## src/rtl/cpu_pkg.sv

```systemverilog
// Shared definitions for the CPU control sequencer.
// Contents:
//   state_t  - sequencer states (also exported on the debug state output)
//   SUB_*    - sub-op codes carried in instr[14:11] when instr[15] = 1
//   ALU_*    - ALU selects the sequencer drives on its own (ADD, SUB)
//   WB_*     - register-file write source encodings
//   is_legal - true for every opcode the sequencer knows how to execute
package cpu_pkg;

    typedef enum logic [2:0] {
        ST_FETCH     = 3'd0,
        ST_DECODE    = 3'd1,
        ST_EXECUTE   = 3'd2,
        ST_MEMWAIT   = 3'd3,
        ST_WRITEBACK = 3'd4,
        ST_HALT      = 3'd5
    } state_t;

    localparam logic [3:0] SUB_CMP  = 4'd0;
    localparam logic [3:0] SUB_B    = 4'd1;
    localparam logic [3:0] SUB_BEQ  = 4'd2;
    localparam logic [3:0] SUB_BNE  = 4'd3;
    localparam logic [3:0] SUB_BLT  = 4'd4;
    localparam logic [3:0] SUB_BGT  = 4'd5;
    localparam logic [3:0] SUB_LD   = 4'd6;
    localparam logic [3:0] SUB_ST   = 4'd7;
    localparam logic [3:0] SUB_LDI  = 4'd8;
    localparam logic [3:0] SUB_NOP  = 4'd9;
    localparam logic [3:0] SUB_HALT = 4'd15;

    localparam logic [3:0] ALU_ADD = 4'd0;
    localparam logic [3:0] ALU_SUB = 4'd1;

    localparam logic [1:0] WB_ALU = 2'd0;
    localparam logic [1:0] WB_MEM = 2'd1;
    localparam logic [1:0] WB_IMM = 2'd2;

    // Captured opcode is instr[15:11]: {is_sub_op, code}
    localparam logic [4:0] OPC_NOP = {1'b1, SUB_NOP};

    function automatic logic is_legal(input logic [4:0] opc);
        logic ok;
        ok = 1'b0;
        if (!opc[4]) begin
            ok = 1'b1;
        end else begin
            case (opc[3:0])
                SUB_CMP, SUB_B, SUB_BEQ, SUB_BNE, SUB_BLT, SUB_BGT,
                SUB_LD, SUB_ST, SUB_LDI, SUB_NOP, SUB_HALT: ok = 1'b1;
                default:                                      ok = 1'b0;
            endcase
        end
        return ok;
    endfunction

endpackage

```

## src/rtl/cpu_sequencer_if.sv

```systemverilog
// Control bundle between the sequencer and the datapath / memories.
// master (sequencer): samples instr, flag_z, flag_n, mem_ready; drives the
//   datapath enables (ir_load, pc_inc, pc_load, flags_we, mem_re, mem_we,
//   rf_we), alu_op, wb_sel and the status lines halted, illegal, mem_abort,
//   state.
// slave (datapath side): the mirror image.
interface cpu_sequencer_if;

    logic [15:0] instr;
    logic        flag_z;
    logic        flag_n;
    logic        mem_ready;

    logic        ir_load;
    logic        pc_inc;
    logic        pc_load;
    logic        flags_we;
    logic        mem_re;
    logic        mem_we;
    logic        rf_we;
    logic [3:0]  alu_op;
    logic [1:0]  wb_sel;
    logic        halted;
    logic        illegal;
    logic        mem_abort;
    logic [2:0]  state;

    modport master (
        input  instr, flag_z, flag_n, mem_ready,
        output ir_load, pc_inc, pc_load, flags_we, mem_re, mem_we, rf_we,
               alu_op, wb_sel, halted, illegal, mem_abort, state
    );

    modport slave (
        output instr, flag_z, flag_n, mem_ready,
        input  ir_load, pc_inc, pc_load, flags_we, mem_re, mem_we, rf_we,
               alu_op, wb_sel, halted, illegal, mem_abort, state
    );

endinterface

```

## src/rtl/cpu_sequencer_branch_cond.sv

```systemverilog
// Branch condition evaluation.
// Ports:
//   sub_op - sub-op code of the current instruction
//   z, n   - datapath zero / negative flags
//   taken  - high when sub_op is a branch whose condition holds
module branch_cond
    import cpu_pkg::*;
(
    input  logic [3:0] sub_op,
    input  logic       z,
    input  logic       n,
    output logic       taken
);

    always_comb begin
        taken = 1'b0;
        case (sub_op)
            SUB_B:   taken = 1'b1;
            SUB_BEQ: taken = z;
            SUB_BNE: taken = ~z;
            SUB_BLT: taken = n;
            SUB_BGT: taken = ~n & ~z;
            default: taken = 1'b0;
        endcase
    end

endmodule

```

## src/rtl/cpu_sequencer.sv

```systemverilog
// Multi-cycle CPU control sequencer: FETCH -> DECODE -> EXECUTE ->
// [MEMWAIT] -> WRITEBACK, with a terminal HALT state.
// Ports:
//   clock     - system clock, rising edge
//   reset     - asynchronous, active high
//   bus       - cpu_sequencer_if.master: instruction word, flags and
//               mem_ready in; datapath enables, alu_op, wb_sel and
//               status (halted, illegal, mem_abort, state) out
// Parameter:
//   MEM_TIMEOUT - MEMWAIT cycles allowed before the access is aborted
module cpu_sequencer
    import cpu_pkg::*;
#(
    parameter int MEM_TIMEOUT = 15
) (
    input logic             clock,
    input logic             reset,
    cpu_sequencer_if.master bus
);

    localparam int unsigned CNT_W = (MEM_TIMEOUT > 1) ? $clog2(MEM_TIMEOUT) : 1;
    localparam logic [CNT_W-1:0] WAIT_LAST = CNT_W'(MEM_TIMEOUT - 1);

    state_t           state_q, state_d;
    logic [4:0]       op_q;
    logic [CNT_W-1:0] wait_q, wait_d;

    logic [3:0] sub;
    logic       is_alu, is_cmp, is_br, is_ld, is_st, is_ldi, is_halt, legal;
    logic [3:0] alu_sel;
    logic       br_taken;

    logic       ir_load, pc_inc, pc_load, flags_we, mem_re, mem_we, rf_we;
    logic       halted, illegal, mem_abort;
    logic [3:0] alu_op;
    logic [1:0] wb_sel;

    // Only the opcode field of the instruction word is used here.
    logic unused_instr;
    assign unused_instr = ^bus.instr[10:0];

    always_ff @(posedge clock or posedge reset) begin
        if (reset) begin
            state_q <= ST_FETCH;
            op_q    <= OPC_NOP;
            wait_q  <= '0;
        end else begin
            state_q <= state_d;
            wait_q  <= wait_d;
            if (state_q == ST_FETCH) begin
                op_q <= bus.instr[15:11];
            end
        end
    end

    assign sub     = op_q[3:0];
    assign is_alu  = ~op_q[4];
    assign is_cmp  = op_q[4] && (sub == SUB_CMP);
    assign is_br   = op_q[4] && (sub >= SUB_B) && (sub <= SUB_BGT);
    assign is_ld   = op_q[4] && (sub == SUB_LD);
    assign is_st   = op_q[4] && (sub == SUB_ST);
    assign is_ldi  = op_q[4] && (sub == SUB_LDI);
    assign is_halt = op_q[4] && (sub == SUB_HALT);
    assign legal   = is_legal(op_q);
    assign alu_sel = is_alu ? sub : (is_cmp ? ALU_SUB : ALU_ADD);

    branch_cond u_branch_cond (
        .sub_op (sub),
        .z      (bus.flag_z),
        .n      (bus.flag_n),
        .taken  (br_taken)
    );

    always_comb begin
        state_d   = state_q;
        wait_d    = '0;
        ir_load   = 1'b0;
        pc_inc    = 1'b0;
        pc_load   = 1'b0;
        flags_we  = 1'b0;
        mem_re    = 1'b0;
        mem_we    = 1'b0;
        rf_we     = 1'b0;
        halted    = 1'b0;
        illegal   = 1'b0;
        mem_abort = 1'b0;
        alu_op    = ALU_ADD;
        wb_sel    = WB_ALU;

        case (state_q)
            ST_FETCH: begin
                ir_load = 1'b1;
                state_d = ST_DECODE;
            end
            ST_DECODE: begin
                pc_inc  = ~is_halt;
                alu_op  = alu_sel;
                state_d = ST_EXECUTE;
            end
            ST_EXECUTE: begin
                alu_op   = alu_sel;
                pc_load  = is_br & br_taken;
                flags_we = is_cmp;
                illegal  = ~legal;
                mem_re   = is_ld;
                mem_we   = is_st;
                state_d  = (is_ld || is_st) ? ST_MEMWAIT : ST_WRITEBACK;
            end
            ST_MEMWAIT: begin
                // wait_q counts MEMWAIT cycles already spent without
                // mem_ready; the abort cycle is the last one allowed and
                // no longer requests the access.
                if (bus.mem_ready) begin
                    mem_re  = is_ld;
                    mem_we  = is_st;
                    state_d = ST_WRITEBACK;
                end else if (wait_q == WAIT_LAST) begin
                    mem_abort = 1'b1;
                    state_d   = ST_FETCH;
                end else begin
                    mem_re = is_ld;
                    mem_we = is_st;
                    wait_d = wait_q + 1'b1;
                end
            end
            ST_WRITEBACK: begin
                alu_op  = alu_sel;
                rf_we   = is_alu | is_ld | is_ldi;
                wb_sel  = is_ld ? WB_MEM : (is_ldi ? WB_IMM : WB_ALU);
                state_d = is_halt ? ST_HALT : ST_FETCH;
            end
            ST_HALT: begin
                halted = 1'b1;
            end
            default: begin
                state_d = ST_FETCH;
            end
        endcase
    end

    // Outputs are forced low while reset is held, including the FETCH
    // ir_load that the reset state would otherwise produce.
    assign bus.ir_load   = ir_load   & ~reset;
    assign bus.pc_inc    = pc_inc    & ~reset;
    assign bus.pc_load   = pc_load   & ~reset;
    assign bus.flags_we  = flags_we  & ~reset;
    assign bus.mem_re    = mem_re    & ~reset;
    assign bus.mem_we    = mem_we    & ~reset;
    assign bus.rf_we     = rf_we     & ~reset;
    assign bus.halted    = halted    & ~reset;
    assign bus.illegal   = illegal   & ~reset;
    assign bus.mem_abort = mem_abort & ~reset;
    assign bus.alu_op    = reset ? '0 : alu_op;
    assign bus.wb_sel    = reset ? '0 : wb_sel;
    assign bus.state     = state_q;

endmodule

```

## src/flat_wrapper.sv

```systemverilog
// flat-port wrapper written by rule: the top's interface ports become plain ports
module cpu_sequencer_flat import cpu_pkg::*;
#(
    parameter int MEM_TIMEOUT = 15
)
  (clock, reset, bus_instr, bus_flag_z, bus_flag_n, bus_mem_ready, bus_ir_load, bus_pc_inc, bus_pc_load, bus_flags_we, bus_mem_re, bus_mem_we, bus_rf_we, bus_alu_op, bus_wb_sel, bus_halted, bus_illegal, bus_mem_abort, bus_state);
  cpu_sequencer_if bus_i ();
  input logic clock;
  input logic reset;
  input wire logic [$bits(bus_i.instr)-1:0] bus_instr;
  input wire logic [$bits(bus_i.flag_z)-1:0] bus_flag_z;
  input wire logic [$bits(bus_i.flag_n)-1:0] bus_flag_n;
  input wire logic [$bits(bus_i.mem_ready)-1:0] bus_mem_ready;
  output wire logic [$bits(bus_i.ir_load)-1:0] bus_ir_load;
  output wire logic [$bits(bus_i.pc_inc)-1:0] bus_pc_inc;
  output wire logic [$bits(bus_i.pc_load)-1:0] bus_pc_load;
  output wire logic [$bits(bus_i.flags_we)-1:0] bus_flags_we;
  output wire logic [$bits(bus_i.mem_re)-1:0] bus_mem_re;
  output wire logic [$bits(bus_i.mem_we)-1:0] bus_mem_we;
  output wire logic [$bits(bus_i.rf_we)-1:0] bus_rf_we;
  output wire logic [$bits(bus_i.alu_op)-1:0] bus_alu_op;
  output wire logic [$bits(bus_i.wb_sel)-1:0] bus_wb_sel;
  output wire logic [$bits(bus_i.halted)-1:0] bus_halted;
  output wire logic [$bits(bus_i.illegal)-1:0] bus_illegal;
  output wire logic [$bits(bus_i.mem_abort)-1:0] bus_mem_abort;
  output wire logic [$bits(bus_i.state)-1:0] bus_state;
  assign bus_i.instr = bus_instr;
  assign bus_i.flag_z = bus_flag_z;
  assign bus_i.flag_n = bus_flag_n;
  assign bus_i.mem_ready = bus_mem_ready;
  assign bus_ir_load = bus_i.ir_load;
  assign bus_pc_inc = bus_i.pc_inc;
  assign bus_pc_load = bus_i.pc_load;
  assign bus_flags_we = bus_i.flags_we;
  assign bus_mem_re = bus_i.mem_re;
  assign bus_mem_we = bus_i.mem_we;
  assign bus_rf_we = bus_i.rf_we;
  assign bus_alu_op = bus_i.alu_op;
  assign bus_wb_sel = bus_i.wb_sel;
  assign bus_halted = bus_i.halted;
  assign bus_illegal = bus_i.illegal;
  assign bus_mem_abort = bus_i.mem_abort;
  assign bus_state = bus_i.state;
  cpu_sequencer #(.MEM_TIMEOUT(MEM_TIMEOUT)) u_core (.clock(clock), .reset(reset), .bus(bus_i));
endmodule
```

## config.mk

```make
export PLATFORM = sky130hd
export DESIGN_NAME = cpu_sequencer_flat
export DESIGN_NICKNAME = d
export VERILOG_FILES = /design/src/rtl/cpu_pkg.sv /design/src/rtl/cpu_sequencer_if.sv /design/src/rtl/cpu_sequencer_branch_cond.sv /design/src/rtl/cpu_sequencer.sv /design/src/flat_wrapper.sv
export SDC_FILE = /design/constraint.sdc
export NUM_CORES = 1
export LEC_CHECK = 0
export BUFFER_PORTS_ARGS = -buffer_cell sky130_fd_sc_hd__buf_4
export CORE_MARGIN = 3
export CORE_UTILIZATION = 40
export CTS_CLUSTER_SIZE = 40
export DETAILED_ROUTE_END_ITERATION = 8
export PLACE_DENSITY_LB_ADDON = 0.1
export SLEW_MARGIN = 20
export SYNTH_ARGS = -nofsm -noshare
export SYNTH_HDL_FRONTEND = slang
export SYNTH_HIERARCHICAL = 1
export SYNTH_SLANG_ARGS = --single-unit
```

## constraint.sdc

```tcl
create_clock -name clock -period 2.05 [get_ports clock]
set_clock_uncertainty 0.2 [all_clocks]
set_input_delay 0.1025 -clock clock [delete_from_list [all_inputs] [get_ports clock]]
set_output_delay 0.1025 -clock clock [all_outputs]
set_load 0.01 [all_outputs]
```

### Word level (Yosys, flattened, before mapping)

Memories as Yosys holds them, arrays and structs flattened.
Index checks and enable logic that the tools add are counted.
W data, S select, Z words.

* bits in registers: 12
* ROM bits: 16
* input bits: 21
* output and inout port bits: 19
* logic and storage cells: 90
* memories: 1

* add/sub/neg operators: 1
* $lt $le $gt $ge: 2
* equality and inequality tests: 16
* muxes and demuxes: 34
* bitwise gates (word level): 21
* reduce and logical (&&, ||, !) cells: 12

Memory list
* (name not given): depth 16, bits a word 1, rd ports 1, clocked after memory_dff 0, write ports 0, RTL line cpu_pkg.sv:47 `case (opc[3:0])`

Operators by type and width (count)
* $mux W4: 6
* $pmux W3 S6: 1
* $eq A4 B3 Y1 const B: 4
* $mux W1: 16
* $and A1 B1 Y1: 12
* $eq A4 B4 Y1 const B: 3
* $mux W3: 4
* $eq A4 B2 Y1 const B: 2
* $mux W2: 4
* $logic_and A1 B1 Y1: 7
* $not A1 Y1: 7
* $eq A3 B2 Y1 const B: 2
* $eq A3 B3 Y1 const B: 2
* $pmux W1 S5: 1
* $add A4 B1 Y4 const B: 1
* $eq A4 B1 Y1 const B: 1
* $ge A4 B1 Y1 const B: 1
* $le A4 B3 Y1 const B: 1
* $logic_not A4 Y1: 1
* $pmux W1 S2: 2
* $eq A3 B1 Y1 const B: 1
* $logic_not A3 Y1: 1
* $ne A3 B2 Y1 const B: 1
* $reduce_or A3 Y1: 1
* other kinds (3): 4

### Longest topological paths before layout

* depth after elaboration: 6
* depth in mapped cells: 5
* gate-level depth less buffers: 5

### Modules after synthesis

Netlist, hierarchy kept.

Modules (own cells, without submodules)
* cpu_sequencer: times used 1, cells each 86, area an instance 827.0 um^2, seq. area each 304.0 um^2
* branch_cond: times used 1, cells each 7, area an instance 42.5 um^2, seq. area each 0.0 um^2

### Worst setup path after synthesis

Ideal clock, no wire load.

* path kind: register to output
* start: reg u_core.state_q[2], in the netlist u_core/bus.state[2]
* end: out bus_flags_we
* arrival time: 1552 ps
* required time: 1747 ps
* setup slack: 195 ps
* stages on the path, launching flop included: 5
* path buffers: 1
* cells stage by stage: dfrtp_1 -> buf_6 -> or3b_4 -> or3_4 -> nor3_1

* word-level cells in the longest chain between the ends: 3

Ends and longest elaborated chain
* start: declaration: RTL line cpu_sequencer.sv:24 `state_t state_q, state_d;`
* start signal: assignment: RTL line cpu_sequencer.sv:48 `state_q <= state_d;`
* $eq A3 B2 Y1: RTL line cpu_sequencer.sv:90 `case (state_q)`
* $mux W1: RTL line cpu_sequencer.sv:90
* $and A1 B1 Y1: RTL line cpu_sequencer.sv:146 `assign bus.flags_we = flags_we & ~reset;`
* end: declaration: RTL line flat_wrapper.sv:17 `output wire logic [$bits(bus_i.flags_we)-1:0] bus_flags_we;`

Every way passes these cells.

### Worst setup path after layout

* start: reg u_core.state_q[2], in the netlist u_core/bus.state[2]
* end: out bus_pc_load

* word-level cells in the longest chain between the ends: 3

Ends and longest elaborated chain
* $eq A3 B2 Y1: RTL line cpu_sequencer.sv:90
* $mux W1: RTL line cpu_sequencer.sv:90
* $and A1 B1 Y1: RTL line cpu_sequencer.sv:145 `assign bus.pc_load = pc_load & ~reset;`
* end: declaration: RTL line flat_wrapper.sv:16 `output wire logic [$bits(bus_i.pc_load)-1:0] bus_pc_load;`

Every way passes these cells.

==> results.toml <==
[drt]
ant_nets = 0
viasPerCell = 5.28
wl_per_cell_um = 15.0
vias = 918
wl_met1_um = 1120
drt-initial-drc-count = 40
dr.max_layer_used = "met4"
dr_wl_met2_um = 1290
routed-wl-met3_um = 160
drc = 0
wirelength_um = 2610
first_pass_iters = 4

[logic_synthesis]
yosysWarnings = 6
synth_top_family_by_area = "simple AND/OR/NAND/NOR gates"
syn-instance-count = 93
synth_area_per_cell_um2 = 9.35
async_flop_share_pct = 100
syn_nets = 116
yosysMostFrequentCell = "dfrtp_1"
synth_common_cells = "dfrtp_1, nor2_1, nor3_1"
synth.distinct_cells = 43
synth.top_cell.area_share_pct = 25.9
ys_seq_elements = 12
synth_xor_xnor_area_share_pct = 3.02
yosysTopAreaCell = "dfrtp_1"
synth-compound-area-share_pct = 17.4
synth-seq-area-share_pct = 35.0
synth_edf_count = 0
synthFlopType = "dfrtp_1"
synth.area.top_cells = "dfrtp_1, dfstp_2, mux2_2"
synth_fa_ha_area_share_pct = 2.88
synth_mux_area_share_pct = 6.47
synthSimpleGateAreaFrac_pct = 30.8
netlist_area_um2 = 870

[clock_network]
ctsHtreeMaxLevel = 1
path_clk_slew_ns = 0.08
cts_buffers = 3
clockBufferDepth = 2
root_buffer = "clkbuf_4"
worst_skew_pair.late_latency_ns = 0.28
cts_tree = "done"
cts_sinks = 12

[worst_setup_path]
path_depth = 4
rr_worst_depth = 5
worstReg2RegEnd = "u_core/bus.state[1]"
path_cells = "or3b_4, or3_4, nor3_2, buf_4"
cp-end-kind = "output pin"
timing.rr.start = "u_core/bus.state[2]"
critPathLaunch = "u_core/bus.state[2]"
crit_family = "simple AND/OR/NAND/NOR gates"
cp_max_fo = 4
worst-path-buf-inv = 1
crit_required_ns = 1.75
crit_arrival_ns = 1.72
ff2ff_setup_slack_ns = 0.22
cp_slowest_stage_delay_ns = 0.42
cp_slowest_cell = "dfrtp_1"
cp-start-kind = "flop"
worstSetupEndpoint = "bus_pc_load"
critical_path_class = "flop to output pin"

[global_route]
grt_overflow_total = 0
grt_max_degree = 13
first_global_vias = 917
grtUsageTotal_pct = 20.7
antenna_found_initial = 0
grt_first_pass_wirelength_um = 4250

[timing]
final_hold_viol_count = 0
final-max-slew-violation-count = 0
worst_pin_slew_ns = 0.478
max_freq_ghz = 0.494
tns_ns = 0
maxSlewHeadroom_pct = 68.1
setup_viol = 0
rsz0062_at_grt = "true"
whs_ns = 0.0480
timing.final.crit_share_pct = 98.7
min_period_ns = 2.02

[power]
power_density_nw_per_um2 = 317
leakagePower_uw = 0.000627
ir_worst_vdd_mv = 0.353
finalPower_uw = 435

[die]
ios = 40
coreArea_um2 = 2000
die_x_um = 52.6
std_cell_rows = 16
die_area_um2 = 2770
die_h_um = 52.6
start_util_pct = 43.4

[cells_and_area]
num_antenna_cells = 0
nets = 171
syn2layout_area_growth_pct = 57.7
layout-drive-gt1-share_pct = 51.0
fin_area_um2 = 1370
stdcell_count = 174

[min_path]
hp-class = "input port to flop"
min_path_cells = 3

[run]
maxCapViolCount = 0

[placed_design]
portBuffers = 28
dpl.cell_count = 151
gp_congestion = 0.786
postPlaceCellArea_um2 = 1140
place_hpwl_um = 1670

[run_status]
run_status = "finished, final reports clean"
==> through the flow <==
step	setup slack (ns)	util, %
finish	0.0264	68.5
global route	-0.0522	68.5
CTS	0.00494	66.3
detailed placement	0.200	57.1
global placement	0.221	57.1
floorplan	0.195	-
==> layout make-up <==
class / instances / area, um^2
inverter: 4 / 15.0
fill: 170 / 631
tap: 27 / 33.8
clock buffer: 4 / 26.3
sequential: 12 / 305
timing repair buffer: 54 / 432
multi-input combinational: 73 / 559
==> where the power goes <==
group | switching (uW) | internal [uW]
logic | 15.4 | 22.0
registers | 0 | 237
clock network | 85.5 | 75.4
==> cells by family after synthesis <==
| family | Yosys count |
|---|---|
| and+or+nand+nor | 44 |
| AOI/OAI and AO/OA | 19 |
| buffers and inverters | 8 |
| xor gates and xnor gates | 3 |
| DFF | 12 |
| adders and majority gates | 2 |
| muxes | 5 |
==> state kept, by name, summed over array words and instances (netlist names) <==
name              flops
u_core/op_q           5
u_core/wait_q         4
u_core/bus.state      3
==> layout by cell type (no fill, tap or decap), types with 3 or more instances in the layout <==
master | synthesis | final
buf_4 | 0 | 45
dfrtp_1 | 9 | 8
nor2_1 | 7 | 7
dlygate4sd3_1 | 0 | 6
mux2_2 | 5 | 5
nor3_1 | 7 | 5
nand2b_1 | 5 | 5
nor3_2 | 2 | 4
inv_1 | 4 | 4
clkbuf_4 | 0 | 3
buf_6 | 1 | 3
and2_4 | 0 | 3
nand3_1 | 3 | 3
nand2_1 | 3 | 3
dfstp_2 | 3 | 3
==> layer usage <==
layer | up-vias | global-route usage [%]
met3 | 6 | 2.56
met2 | 31 | 34.1
met4 | 0 | 8.09
met5 | - | 0
met1 | 432 | 27.2
li1 | 449 | -
==> timing repair <==
| action | CTS | global route |
|---|---|---|
| hold endpoints to repair | 14 | 0 |
| hold buffers | 6 | 0 |
| buffers inserted | 11 | 2 |
| gates resized for setup | 5 | 9 |
| setup endpoints to repair | 7 | 9 |
| pin swaps | 1 | 7 |
==> tightest hold or removal path: stages <==
cell and delay (ns):
buf_4 0.09, nand4b_1 0.23, nor2_1 0.07
==> how the worst min path moves through the flow <==
stage	startpoint	endpoint	slack, ns
after floorplan	reset	u_core/bus.state[0]	-0.23
after global placement	reset	u_core/bus.state[2]	-0.01
after detailed placement	reset	u_core/bus.state[0]	-0.008
after CTS	bus_mem_ready	u_core/wait_q[1]	0.03
after global routing	bus_mem_ready	u_core/wait_q[1]	0.07
final	bus_mem_ready	u_core/wait_q[1]	0.05
No activity file was read; power rests on OpenSTA's default activity.
